### src/rtl/pattern_writer_pkg.sv
// Shared types for pattern_writer: FSM state encoding and the pe_array command codes.
package pattern_writer_pkg;

  typedef enum logic [2:0] {
    IDLE,
    WAIT_BYTE,
    WRITE,
    DONE,
    CHK
  } wr_state_t;

  // Must match the pe_array command decoder.
  localparam logic [1:0] CMD_IDLE  = 2'b00;
  localparam logic [1:0] CMD_STEP  = 2'b01;
  localparam logic [1:0] CMD_WRITE = 2'b11;

endpackage

### src/rtl/pattern_writer_cell_serializer.sv
// cell_serializer: holds one bitmap byte and presents it LSB-first, one cell per shift,
// with a 3-bit cell counter flagging the eighth cell.
module cell_serializer (
  input  logic       clk,
  input  logic       reset,
  input  logic       load,
  input  logic       shift,
  input  logic [7:0] byte_data,
  output logic       cell_bit,
  output logic       last
);

  logic [7:0] shreg;
  logic [2:0] cnt;

  // NOTE: sequential state uses non-blocking assignments so every flop samples
  // pre-edge values; the async reset sits in the sensitivity list.
  always_ff @(posedge clk or posedge reset) begin
    if (reset) begin
      shreg <= '0;
      cnt   <= '0;
    end else if (load) begin
      shreg <= byte_data;
      cnt   <= '0;
    end else if (shift) begin
      // Zero fill leaves the register clear (state output 0) once a byte is spent.
      shreg <= {1'b0, shreg[7:1]};
      cnt   <= cnt + 3'd1;
    end
  end

  assign cell_bit = shreg[0];
  assign last     = (cnt == 3'd7);

endmodule

### src/rtl/pattern_writer.sv
// pattern_writer: turns a row-major bitmap byte stream into one-cell-per-cycle pe_array
// writes at a latched origin with toroidal wrap. Define PATTERN_CHK_EN for the XOR trailer check.
module pattern_writer
  import pattern_writer_pkg::*;
#(
  parameter int GRID_W  = 16,
  parameter int GRID_H  = 16,
  parameter int AX_BITS = 4,
  parameter int AY_BITS = 4
) (
  input  logic               clk,
  input  logic               reset,
  input  logic               start,
  input  logic [AX_BITS-1:0] org_x,
  input  logic [AY_BITS-1:0] org_y,
  input  logic [7:0]         in_data,
  input  logic               in_valid,
  output logic               in_ready,
  output logic [1:0]         cmd,
  output logic [AX_BITS-1:0] adr_x,
  output logic [AY_BITS-1:0] adr_y,
  output logic               state,
  output logic               busy,
  output logic               done,
  output logic               err
);

  localparam int BPR = GRID_W / 8;
  localparam int BB  = (BPR > 1) ? $clog2(BPR) : 1;
  localparam logic [BB-1:0]      LAST_COL = BB'(BPR - 1);
  localparam logic [AY_BITS-1:0] LAST_ROW = AY_BITS'(GRID_H - 1);

  wr_state_t          fsm_q, fsm_d;
  logic [AX_BITS-1:0] org_x_q;
  logic [AY_BITS-1:0] org_y_q;
  logic [AY_BITS-1:0] row_q;
  logic [BB-1:0]      col_q;
  logic [AX_BITS-1:0] x_base;
  logic               accept, load_byte, start_ok, last_cell, last_byte;

  assign accept    = in_valid & in_ready;
  assign load_byte = accept & (fsm_q == WAIT_BYTE);
  assign start_ok  = start & (fsm_q == IDLE);
  assign last_byte = (row_q == LAST_ROW) && (col_q == LAST_COL);
  assign x_base    = org_x_q + AX_BITS'({col_q, 3'b000});

  cell_serializer u_ser (
    .clk       (clk),
    .reset     (reset),
    .load      (load_byte),
    .shift     (fsm_q == WRITE),
    .byte_data (in_data),
    .cell_bit  (state),
    .last      (last_cell)
  );

  // NOTE: fsm_d gets a default before the case so no path leaves it unassigned
  // (which would infer a latch).
  always_comb begin
    fsm_d = fsm_q;
    unique case (fsm_q)
      IDLE:      if (start) fsm_d = WAIT_BYTE;
      WAIT_BYTE: if (accept) fsm_d = WRITE;
      WRITE: begin
        if (last_cell) begin
          if (!last_byte) fsm_d = WAIT_BYTE;
`ifdef PATTERN_CHK_EN
          else fsm_d = CHK;
`else
          else fsm_d = DONE;
`endif
        end
      end
`ifdef PATTERN_CHK_EN
      CHK:       if (accept) fsm_d = DONE;
`endif
      DONE:      fsm_d = IDLE;
      default:   fsm_d = IDLE;
    endcase
  end

  // Handshake and command outputs are registered from the next state so they
  // line up with the state they describe.
  always_ff @(posedge clk or posedge reset) begin
    if (reset) begin
      fsm_q    <= IDLE;
      in_ready <= 1'b0;
      cmd      <= CMD_IDLE;
      busy     <= 1'b0;
      done     <= 1'b0;
      adr_x    <= '0;
      adr_y    <= '0;
      org_x_q  <= '0;
      org_y_q  <= '0;
      row_q    <= '0;
      col_q    <= '0;
    end else begin
      fsm_q    <= fsm_d;
      in_ready <= (fsm_d == WAIT_BYTE) || (fsm_d == CHK);
      cmd      <= (fsm_d == WRITE) ? CMD_WRITE : CMD_IDLE;
      busy     <= (fsm_d != IDLE);
      done     <= (fsm_d == DONE);

      if (start_ok) begin
        org_x_q <= org_x;
        org_y_q <= org_y;
        row_q   <= '0;
        col_q   <= '0;
      end

      // Address width truncation provides the toroidal wrap.
      if (load_byte) begin
        adr_x <= x_base;
        adr_y <= org_y_q + row_q;
      end else if (fsm_q == WRITE) begin
        adr_x <= adr_x + AX_BITS'(1);
      end

      if (fsm_q == WRITE && last_cell) begin
        if (col_q == LAST_COL) begin
          col_q <= '0;
          row_q <= row_q + AY_BITS'(1);
        end else begin
          col_q <= col_q + BB'(1);
        end
      end
    end
  end

`ifdef PATTERN_CHK_EN
  logic [7:0] xor_q;

  always_ff @(posedge clk or posedge reset) begin
    if (reset) begin
      xor_q <= '0;
      err   <= 1'b0;
    end else if (start_ok) begin
      xor_q <= '0;
      err   <= 1'b0;
    end else if (load_byte) begin
      xor_q <= xor_q ^ in_data;
    end else if (accept && fsm_q == CHK) begin
      err <= (in_data != xor_q);
    end
  end
`else
  assign err = 1'b0;
`endif

endmodule

### config.mk
export PLATFORM = sky130hd
export DESIGN_NAME = pattern_writer
export DESIGN_NICKNAME = d
export VERILOG_FILES = /design/src/rtl/pattern_writer_pkg.sv /design/src/rtl/pattern_writer_cell_serializer.sv /design/src/rtl/pattern_writer.sv
export SDC_FILE = /design/constraint.sdc
export NUM_CORES = 1
export LEC_CHECK = 0
export ABC_AREA = 1
export CAP_MARGIN = 5
export CORE_ASPECT_RATIO = 2
export CORE_MARGIN = 4
export CORE_UTILIZATION = 43
export DETAILED_ROUTE_END_ITERATION = 7
export PLACE_DENSITY = 0.79
export SKIP_CTS_REPAIR_TIMING = 1
export SLEW_MARGIN = 20
export SYNTH_ARGS = -nofsm -noshare
export SYNTH_HDL_FRONTEND = slang
export SYNTH_SLANG_ARGS = --single-unit
### constraint.sdc
create_clock -name clk -period 1.44 [get_ports clk]
set_input_delay 0.288 -clock clk [delete_from_list [all_inputs] [get_ports clk]]
set_output_delay 0.288 -clock clk [all_outputs]
set_load 0.1 [all_outputs]
==> results.tsv <==
stage	metric	value	unit
run_status	status	finished clean	
routing	viasPerCell	4.77	
cells_and_area	finalInstanceArea	2590	µm²
clocking	root_buffer	clkbuf_8	
place	place_inst	305	
power	switchingPower	2080	µW
timing	drv_slew	0	
cells_and_area	syn2layout_area_growth	37.6	%
power	peakVddDrop	1400	µV
worst_setup_path	reg2reg_setup_slack	0.07	ns
yosys	synth_cell_types	21	
floorplanning	io_pins	35	
global_routing	track_usage	16.5	%
place	dp_hpwl	2970	µm
floorplanning	start_util	45.1	%
yosys	synth_top_area_share	51.9	%
timing	finalCriticalPeriod	1.37	ns
cells_and_area	fin_nets	290	
timing	rsz0062_at_grt	false	
timing	hold_violations	0	
routing	dr.first_iter.drc_count	31	
global_routing	grt_pass1_wl	6600	µm
worst_setup_path	required	1.66	ns
worst_setup_path	reg2regPathDepth	5	
clocking	clockBufferDepth	2	
clocking	clk_latency	0.29	ns
cells_and_area	antennaDiodeCount	0	
floorplanning	die-area	5560	µm²
power	pwr_density_cell	1840	nW/µm²
worst_setup_path	crit_start	row_q[0]$_DFF_PP0_	
worst_setup_path	start_kind	flip-flop	
timing	finalSetupTns	0	ns
power	power_leakage	0.00128	µW
yosys	ys_seq_area_share	51.9	%
cells_and_area	nFillCells	330	
worst_setup_path	reg2reg_from	row_q[0]$_DFF_PP0_	
timing	max_freq	0.728	GHz
yosys	synth_area_leaders	dfrtp_1 (52%), nand2_1 (15%), nand3_1 (6.9%), ha_1 (4.7%), inv_1 (4.4%)	
yosys	synth_area	1880	µm²
routing	drc_errors	0	
worst_setup_path	worstSetupPathType	flip-flop to flip-flop	
worst_setup_path	worstPathArrival	1.59	ns
timing	skew	0.00404	ns
job	maxCapViolCount	0	
place	io_buffers	33	
place	gp_congestion	0.794	
timing	finalCritPeriodShare	95.3	%
place	place_area	2460	µm²
power	switching_share	43.6	%
worst_setup_path	worst_r2r_endpoint	adr_y[2]$_DFFE_PP0P_	
global_routing	grt_max_degree	40	
yosys	yosysWarnings	0	
worst_setup_path	critPathCaptureType	flip-flop	
routing	vias	1503	
clocking	cts_max_level	2	
routing	dr.pass1.iters	4	
clocking	clkTransAtPathRegs	0.07	ns
floorplanning	die_x	54.8	µm
worst_setup_path	cp_max_fo	3	
routing	wl_per_cell	12.4	µm
routing	postRouteAntennaNets	0	
routing	routed_wl	3900	µm
timing	fin_hold_ws	0.342	ns
yosys	syn_inst	221	
yosys	synth_top_cell_by_area	dfrtp_1	
clocking	clock_sink_count	39	
yosys	synth_area_per_cell	8.51	µm²
global_routing	grt-ovfl-total	0	
worst_hold_path	hp-class	input pin to asynchronous set/reset pin	
yosys	synth-seq-cells	39	
clocking	numCtsBuffers	5	
power	pwr-share-clk	16.6	%
global_routing	grt_antenna_before_repair	0	
power	p_int	2690	µW
power	seq_power_share	36.9	%
cells_and_area	drive_gt1_share	19.0	%
cells_and_area	final_cells	315	
floorplanning	rows	33	
floorplanning	die_y	102	µm
global_routing	grt_pass1_vias	1554	
timing	setup_viol	0	
clocking	cts_tree	built	
floorplanning	core_area	4170	µm²
power	combPwrFrac	46.5	%
## power by group through the flow
stage                     Sequential (µW)  Combinational [µW]  Clock [µW]
after floorplan                      2600                 497           0
after global placement               1770                2150           0
after detailed placement             1780                2200           0
after CTS                            1770                2210         809
after global routing                 1790                2370         850
final                                1760                2220         792
## synthesized netlist by cell type (all sizes together)
| cell type | count |
|---|---|
| a21oi | 3 |
| buf | 8 |
| conb | 1 |
| dfrtp | 39 |
| fa | 1 |
| ha | 7 |
| inv | 24 |
| nand2 | 79 |
| nand3 | 27 |
| nand4 | 2 |
| nor2 | 13 |
| o21ai | 11 |
| or2 | 1 |
| xnor2 | 1 |
| xor2 | 4 |
## per-layer routing
layer,part of all wire [%],global-route usage [%],wire [µm]
met2,57,29.1,2200
met1,37,16.3,1440
met3,3.1,2.36,120
met4,3.3,11.9,128
met5,0,0,0
## kinds of logic after synthesis
kind of cell / Yosys count / share of synthesized area, %
AOI/OAI and AO/OA: 14 / 3.72
xor gates and xnor gates: 5 / 2.33
adders and majority gates: 8 / 5.72
buffers and inverters: 32 / 7.78
DFF: 39 / 51.9
other: 1 / 0.199
and+or+nand+nor: 122 / 28.4
## placed cells by master (no fill, tap or decap), types with 4 or more instances in the layout
cell type and count:
nor2_1 9, inv_1 21, buf_12 17, o21ai_0 11, nand2_1 75, nand3_1 26, dfrtp_2 6, buf_4 5
clkbuf_8 7, clkdlybuf4s50_1 19, nand2_2 4, dfrtp_1 32, ha_1 6, xor2_1 4
## how the worst max path moves through the flow
stage | end | slack, ns | depth (start not counted)
after floorplan | adr_x[0]$_DFFE_PP0P_ | -0.004 | 8
after global placement | u_ser.shreg[3]$_DFFE_PP0P_ | -0.06 | 8
after detailed placement | adr_x[1]$_DFFE_PP0P_ | -0.09 | 8
after CTS | busy$_DFF_PP0_ | -0.002 | 8
after global routing | adr_y[3]$_DFFE_PP0P_ | 0.0009 | 5
final | adr_y[2]$_DFFE_PP0P_ | 0.07 | 5
## metrics by stage
step | total power (µW) | utilization (%) | setup slack (ns)
after floorplan | 3100 | - | -0.00415
after global placement | 3920 | 59.1 | -0.0577
after detailed placement | 3980 | 59.1 | -0.0942
after CTS | 4790 | 61.5 | -0.00180
after global routing | 5010 | 62.1 | 0.000922
final | 4770 | 62.1 | 0.0673
## critical path, cell delays in order, from the launching register on
cell and delay (ns):
dfrtp_1 0.39, ha_1 0.19, inv_1 0.06, fa_1 0.38
xor2_1 0.15, o21ai_0 0.14
## sequential cells by signal, summed over array words and instances, names as in the netlist
register,count
adr_x,4
adr_y,4
busy,1
cmd,1
col_q,1
done,1
fsm_q,3
in_ready,1
org_x_q,4
org_y_q,4
row_q,4
u_ser.cnt,3
u_ser.shreg,8
## layout make-up
type | instances | area, µm² | area share (%)
sequential | 39 | 987 | 38.1
multi-input combinational | 151 | 778 | 30.1
timing repair buffer | 41 | 568 | 21.9
clock buffer | 8 | 100 | 3.87
inverter | 24 | 90.1 | 3.48
tap | 52 | 65.1 | 2.51
No activity file was read; power rests on OpenSTA's default activity.
